## config.mk

```make
export PLATFORM = sky130hd
export DESIGN_NAME = pmu_ahb_cnt
export DESIGN_NICKNAME = d
export VERILOG_FILES = /design/src/rtl/pmu_ahb_cnt.sv
export SDC_FILE = /design/constraint.sdc
export NUM_CORES = 1
export LEC_CHECK = 0
export ABC_AREA = 1
export BUFFER_PORTS_ARGS = -buffer_cell sky130_fd_sc_hd__buf_2
export CORE_MARGIN = 10
export CORE_UTILIZATION = 50
export DETAILED_ROUTE_END_ITERATION = 8
export PLACE_DENSITY = 0.78
export SETUP_SLACK_MARGIN = 0.4
export SYNTH_ARGS = -nofsm -noshare
export SYNTH_HDL_FRONTEND = slang
export SYNTH_SLANG_ARGS = --single-unit
```

## constraint.sdc

```tcl
create_clock -name clk_i -period 2.71 [get_ports clk_i]
set_input_delay 0.542 -clock clk_i [delete_from_list [all_inputs] [get_ports clk_i]]
set_output_delay 0.542 -clock clk_i [all_outputs]
set_load 0.01 [all_outputs]
```

## src/rtl/pmu_ahb_cnt.sv

```systemverilog
// AHB-Lite slave exposing N_COUNTERS event counters, sticky overflow flags and a masked IRQ.
// Build option: define PMU_AHB_ERR_RESP_EN to answer out-of-range accesses with a two-cycle ERROR.
module pmu_ahb_cnt #(
    parameter int HADDR_WIDTH = 32,
    parameter int HDATA_WIDTH = 32,
    parameter int N_COUNTERS  = 4,
    parameter int N_REGS      = N_COUNTERS + 2
) (
    input  logic                   clk_i,
    input  logic                   rstn_i,
    input  logic                   hsel_i,
    input  logic                   hwrite_i,
    input  logic                   hreadyi_i,
    input  logic                   hmastlock_i,
    input  logic [HADDR_WIDTH-1:0] haddr_i,
    input  logic [1:0]             htrans_i,
    input  logic [2:0]             hsize_i,
    input  logic [2:0]             hburst_i,
    input  logic [3:0]             hprot_i,
    input  logic [3:0]             hmaster_i,
    input  logic [HDATA_WIDTH-1:0] hwdata_i,
    output logic                   hreadyo_o,
    output logic [1:0]             hresp_o,
    output logic [HDATA_WIDTH-1:0] hrdata_o,
    output logic [15:0]            hsplit_o,
    input  logic [N_COUNTERS-1:0]  events_i,
    output logic                   intr_o
);
    localparam int IW = $clog2(N_REGS);
    localparam int NB = HDATA_WIDTH / 8;
    localparam int LW = (NB > 1) ? $clog2(NB) : 1;

    typedef enum logic [1:0] {ST_IDLE, ST_DATA, ST_ERR1, ST_ERR2} state_t;
    state_t state_q, state_d;

    logic [IW-1:0]          idx_q;
    logic [LW-1:0]          alo_q;
    logic [2:0]             size_q;
    logic                   wr_q;
    logic                   rng_q;
    logic                   en_q;
    logic [N_COUNTERS-1:0]  mask_q;
    logic [N_COUNTERS-1:0]  ovf_q;
    logic [N_COUNTERS-1:0]  ovf_d;
    logic [N_COUNTERS-1:0]  ovf_set;
    logic [N_COUNTERS-1:0]  cnt_wr;
    logic [N_COUNTERS-1:0]  cnt_inc;
    logic [HDATA_WIDTH-1:0] cnt_q [N_COUNTERS];
    logic                   intr_q;

    logic                   accept;
    logic                   in_range;
    logic                   data_ph;
    logic                   wr_en;
    logic                   wr_ctrl;
    logic                   wr_ovf;
    logic                   clr;
    logic [HDATA_WIDTH-1:0] rd_val;
    logic [HDATA_WIDTH-1:0] bmask;
    logic [HDATA_WIDTH-1:0] wmerged;
    int                     lane_sz;

    logic unused_in;
    assign unused_in = ^{hmastlock_i, hburst_i, hprot_i, hmaster_i, htrans_i[0], haddr_i};

    // no new address phase is taken while the first ERROR cycle stalls the bus
    assign accept   = hsel_i & hreadyi_i & htrans_i[1] & (state_q != ST_ERR1);
    assign in_range = int'(haddr_i[IW+1:2]) < N_REGS;

    always_comb begin
        state_d = ST_IDLE;
        if (state_q == ST_ERR1) begin
            state_d = ST_ERR2;
        end else if (accept) begin
`ifdef PMU_AHB_ERR_RESP_EN
            state_d = in_range ? ST_DATA : ST_ERR1;
`else
            state_d = ST_DATA;
`endif
        end
    end

    always_ff @(posedge clk_i or negedge rstn_i) begin
        if (!rstn_i) begin
            state_q <= ST_IDLE;
            idx_q   <= '0;
            alo_q   <= '0;
            size_q  <= '0;
            wr_q    <= 1'b0;
            rng_q   <= 1'b0;
        end else begin
            state_q <= state_d;
            if (accept) begin
                idx_q  <= haddr_i[IW+1:2];
                alo_q  <= haddr_i[LW-1:0];
                size_q <= hsize_i;
                wr_q   <= hwrite_i;
                rng_q  <= in_range;
            end
        end
    end

    assign data_ph   = (state_q == ST_DATA) & rng_q;
    assign hreadyo_o = (state_q != ST_ERR1);
    assign hresp_o   = ((state_q == ST_ERR1) || (state_q == ST_ERR2)) ? 2'b01 : 2'b00;
    assign hsplit_o  = '0;
    assign intr_o    = intr_q;

    always_comb begin
        rd_val = '0;
        if (int'(idx_q) == 0) begin
            rd_val[0]              = en_q;
            rd_val[N_COUNTERS+1:2] = mask_q;
        end else if (int'(idx_q) == 1) begin
            rd_val[N_COUNTERS-1:0] = ovf_q;
        end
        for (int i = 0; i < N_COUNTERS; i++) begin
            if (int'(idx_q) == i + 2) rd_val = cnt_q[i];
        end
    end

    assign hrdata_o = (data_ph & ~wr_q) ? rd_val : '0;

    // a lane is written when it shares the size-aligned block that the address points into
    always_comb begin
        lane_sz = (int'(size_q) > LW) ? LW : int'(size_q);
        bmask   = '0;
        for (int b = 0; b < NB; b++) begin
            if ((b >> lane_sz) == (int'(alo_q) >> lane_sz)) bmask[b*8 +: 8] = 8'hFF;
        end
    end

    assign wmerged = (hwdata_i & bmask) | (rd_val & ~bmask);
    assign wr_en   = data_ph & wr_q;
    assign wr_ctrl = wr_en & (int'(idx_q) == 0);
    assign wr_ovf  = wr_en & (int'(idx_q) == 1);
    assign clr     = wr_ctrl & wmerged[1];

    always_comb begin
        cnt_wr  = '0;
        cnt_inc = '0;
        ovf_set = '0;
        for (int i = 0; i < N_COUNTERS; i++) begin
            cnt_wr[i]  = wr_en & (int'(idx_q) == i + 2);
            cnt_inc[i] = en_q & events_i[i] & ~cnt_wr[i];
            ovf_set[i] = cnt_inc[i] & (&cnt_q[i]);
        end
        ovf_d = (ovf_q & ~(wr_ovf ? (hwdata_i[N_COUNTERS-1:0] & bmask[N_COUNTERS-1:0])
                                   : '0)) | ovf_set;
    end

    always_ff @(posedge clk_i or negedge rstn_i) begin
        if (!rstn_i) begin
            en_q   <= 1'b0;
            mask_q <= '0;
            intr_q <= 1'b0;
        end else begin
            intr_q <= |(ovf_q & mask_q);
            if (wr_ctrl) begin
                en_q   <= wmerged[0];
                mask_q <= wmerged[N_COUNTERS+1:2];
            end
        end
    end

    always_ff @(posedge clk_i or negedge rstn_i) begin
        if (!rstn_i) begin
            ovf_q <= '0;
            for (int i = 0; i < N_COUNTERS; i++) cnt_q[i] <= '0;
        end else if (clr) begin
            ovf_q <= '0;
            for (int i = 0; i < N_COUNTERS; i++) cnt_q[i] <= '0;
        end else begin
            ovf_q <= ovf_d;
            for (int i = 0; i < N_COUNTERS; i++) begin
                if (cnt_wr[i])       cnt_q[i] <= wmerged;
                else if (cnt_inc[i]) cnt_q[i] <= cnt_q[i] + 1'b1;
            end
        end
    end

endmodule
```

==> flow_summary_export.csv <==
group,metric,value,unit
cells_and_area,num_antenna_cells,0,
grt,grt_pass1_wl,84000,um
synthesis,synth_xor_area_share,5.03,%
synthesis,netlist.area_leader.share,29.9,%
sta,fin_setup_tns,0,ps
cts,insertion_delay,450,ps
detailed_routing,routed_wl,59300,um
cts,cts_tree,"yes",
cts,clock_path_buffers,2,
detailed_routing,drc_errors,0,
hold_path,hp-class,"primary input to asynchronous set/reset pin",
cts,numCtsBuffers,17,
synthesis,yosys.area.top_type,"dfrtp_1",
setup_path,worstPathArrival,2130,ps
power,clockPowerShare,22.7,%
synthesis,synth.distinct_cells,34,
setup_path,cp_max_fo,11,
setup_path,cp_cell_sequence,"inv_4 > buf_8 > nor3_4 > buf_12 > buf_12 > buf_4 > nand2_1 > nand2_1 > nor2_1 > buf_2",
synthesis,muxShareOfSynthArea,0,%
cells_and_area,drive_gt1_share,14.5,%
run,drv_cap,0,
place,hpwl,42000,um
floorplan,rows,57,
grt,track_usage,34.8,%
cts,htreeDepth,4,
floorplan,ios,142,
synthesis,synth_edf_count,0,
power,switching_power,5.34,mW
sta,fmax,375,MHz
sta,maxSlewHeadroom,60.8,%
setup_path,cp_slowest_cell,"dfrtp_2",
synthesis,yosys-top-cells-area,"dfrtp_1 30%, nand2_1 22%, nand3_1 12%",
place,pre_cts_ws,179,ps
power,seqPwrFrac,40.3,%
cts,root_buffer,"clkbuf_16",
cells_and_area,area_growth,21.8,%
power,p_per_area,742,nW/um^2
cts,cts.clk_slew.worst_paths,80,ps
floorplan,die_w,178,um
synthesis,syn_inst,2060,
detailed_routing,drt-wirelength-per-cell,23.7,um
synthesis,yosysMostFrequentCell,"nand2_1",
synthesis,synth_common_cells,"737 x nand2_1, 307 x nand3_1, 224 x nor2_1",
floorplan,dieArea,31800,um^2
status,violations,"hold timing",
place,gp_congestion,1.04,
sta,grt_setup_unrepaired,"true",
power,intPower,5.98,mW
grt,antenna_found_initial,1,
sta,whs,-4.42,ps
sta,drv_slew,0,
setup_path,max_stage_delay,470,ps
power,finalPower,11.3,mW
sta,hold_viol_final,7,
floorplan,fp.dieH,178,um
floorplan,coreArea,24500,um^2
detailed_routing,antenna_left,0,
synthesis,synthSimpleGateAreaFrac,51.7,%
setup_path,critPathKind,"flop to primary output",
synthesis,synth_top_family_by_area,"simple AND/OR/NAND/NOR gates",
cells_and_area,fin_nets,2261,
synthesis,yosys_warnings,0,
place,numPortBuffers,84,
grt,grt_max_degree,71,
detailed_routing,drt-initial-drc-count,2600,
synthesis,synth_seq_cells,150,
floorplan,start_util,51.3,%
synthesis,yosysSeqAreaShare,29.9,%
sta,setup_viol_count_final,0,
power,p_sw_share,47.2,%
synthesis,yosys_most_used_dff,"dfrtp_1",
power,p_comb_share,37.0,%
cts,cts_num_sinks,150,
power,vdd_drop_max,0.512,mV
cells_and_area,instances_no_fill,2504,
synthesis,synth_area_per_cell,6.09,um^2
synthesis,netlist_area,12500,um^2
synthesis,synth_adder_area_share,0.399,%
place,dp.cells,2424,
detailed_routing,dr.pass1.iters,8,
grt,first_global_vias,14251,
detailed_routing,via_count,15763,
synthesis,synthArstFlopShare,100,%
place,place_area,13400,um^2
status,outcome,"complete, but fails checks",
cells_and_area,fin_area,15300,um^2
grt,grt.overflow.total,0,
sta,worstMarginPinSlew,588,ps
detailed_routing,via_per_inst,6.30,
sta,worst_clock_skew,13.6,ps
sta,fin_crit_sh,98.5,%
setup_path,critPathRequiredTime,2170,ps
sta,setup_ws,41.9,ps
setup_path,crit_path_end_kind,"primary output",
synthesis,synth-compound-area-share,4.48,%
sta,fin_crit,2670,ps
setup_path,startpoint_type,"flop",
power,power.leakage,7.15,nW
==> cell usage in the layout, fill, tap and decap left out, drive strengths merged <==
cell,Yosys,routed
clkinv,0,6
nor3,19,19
o21bai,2,2
o21a,4,4
a31oi,21,21
clkinvlp,0,3
a21boi,1,1
and2,6,6
xor2,45,45
nor3b,1,1
buf,63,176
nand2,739,739
nand4,164,164
o21ai,57,57
nand3b,3,3
nor2,226,226
nor4,2,2
clkbuf,53,28
a21o,3,3
inv,131,136
conb,1,17
bufbuf,0,1
nand3,307,307
a21oi,14,14
bufinv,0,1
dfrtp,150,150
or2,15,15
xnor2,27,27
ha,4,4
and3,2,2
==> layout make-up <==
class,instances,area (um^2)
Fill cell,2352,9200
Multi-Input combinational cell,1679,8160
Sequential cell,150,3760
Timing Repair Buffer,188,1830
Inverter,131,509
Clock buffer,17,425
Tap cell,324,405
Clock inverter,15,183
==> cells by family after synthesis <==
| group | count (synthesis) |
|---|---|
| fa+ha+maj | 4 |
| simple gates | 1484 |
| buf+inv | 247 |
| xor+xnor | 72 |
| flops | 150 |
| other cells | 1 |
| compound gates | 102 |
==> sequential cells by signal (all words and copies together), names as in the netlist <==
register  cells
intr_o        1
alo_q         2
en_q          1
size_q        3
rng_q         1
ovf_q         4
mask_q        4
cnt_q       128
state_q       2
idx_q         3
wr_q          1
==> timing repair <==
action                     in CTS  in global routing
setup endpoints to repair     146                154
gates cloned                    3                 14
buffers inserted               17                 14
hold buffers                    0                  0
pin swaps                      13                 18
resized for setup              63                 85
==> per-stage QoR <==
stage | utilization (%) | hold slack (ps)
floorplan | - | 246
CTS | 59.3 | 7.72
global placement | 55.0 | 436
global route | 62.4 | 9.12
finish | 62.4 | -4.42
detailed placement | 55.0 | 446
==> layer usage <==
layer	wire (um)	vias up	GRT usage, %
met4	3430	2	15.3
met1	21900	7333	45.1
li1	-	6996	-
met5	11	-	0
met2	26300	1218	53.7
met3	7660	214	8.82
==> power by group through the flow <==
stage                     sequential, mW  clock [mW]  combinational, mW
after floorplan                     3.92           0               2.77
after global placement              4.46           0               3.65
after detailed placement            4.48           0               3.75
after CTS                           4.45        2.56               3.93
after global routing                4.65        2.66               4.64
final                               4.56        2.57               4.19
==> worst paths after layout <==
path	start	cells after the start	slack (ps)	to
setup reg to reg	idx_q[2]	15	370	cnt_q[78]
min in group clk_i	haddr_i[3]	2	290	rng_q
max in group asynchronous	rstn_i	2	1950	cnt_q[60]
setup / recovery	idx_q[2]	10	40	hrdata_o[3]
hold / removal	rstn_i	1	-4	cnt_q[33]
hold reg to reg	state_q[0]	1	500	state_q[1]
==> worst max-delay path: cells and delay by family (launching register included) <==
family | cells | cell delay, ps
buffers and inverters | 6 | 810
flip-flops | 1 | 470
AND/OR/NAND/NOR | 4 | 400
Note: power is estimated with default switching activity, not from simulation.
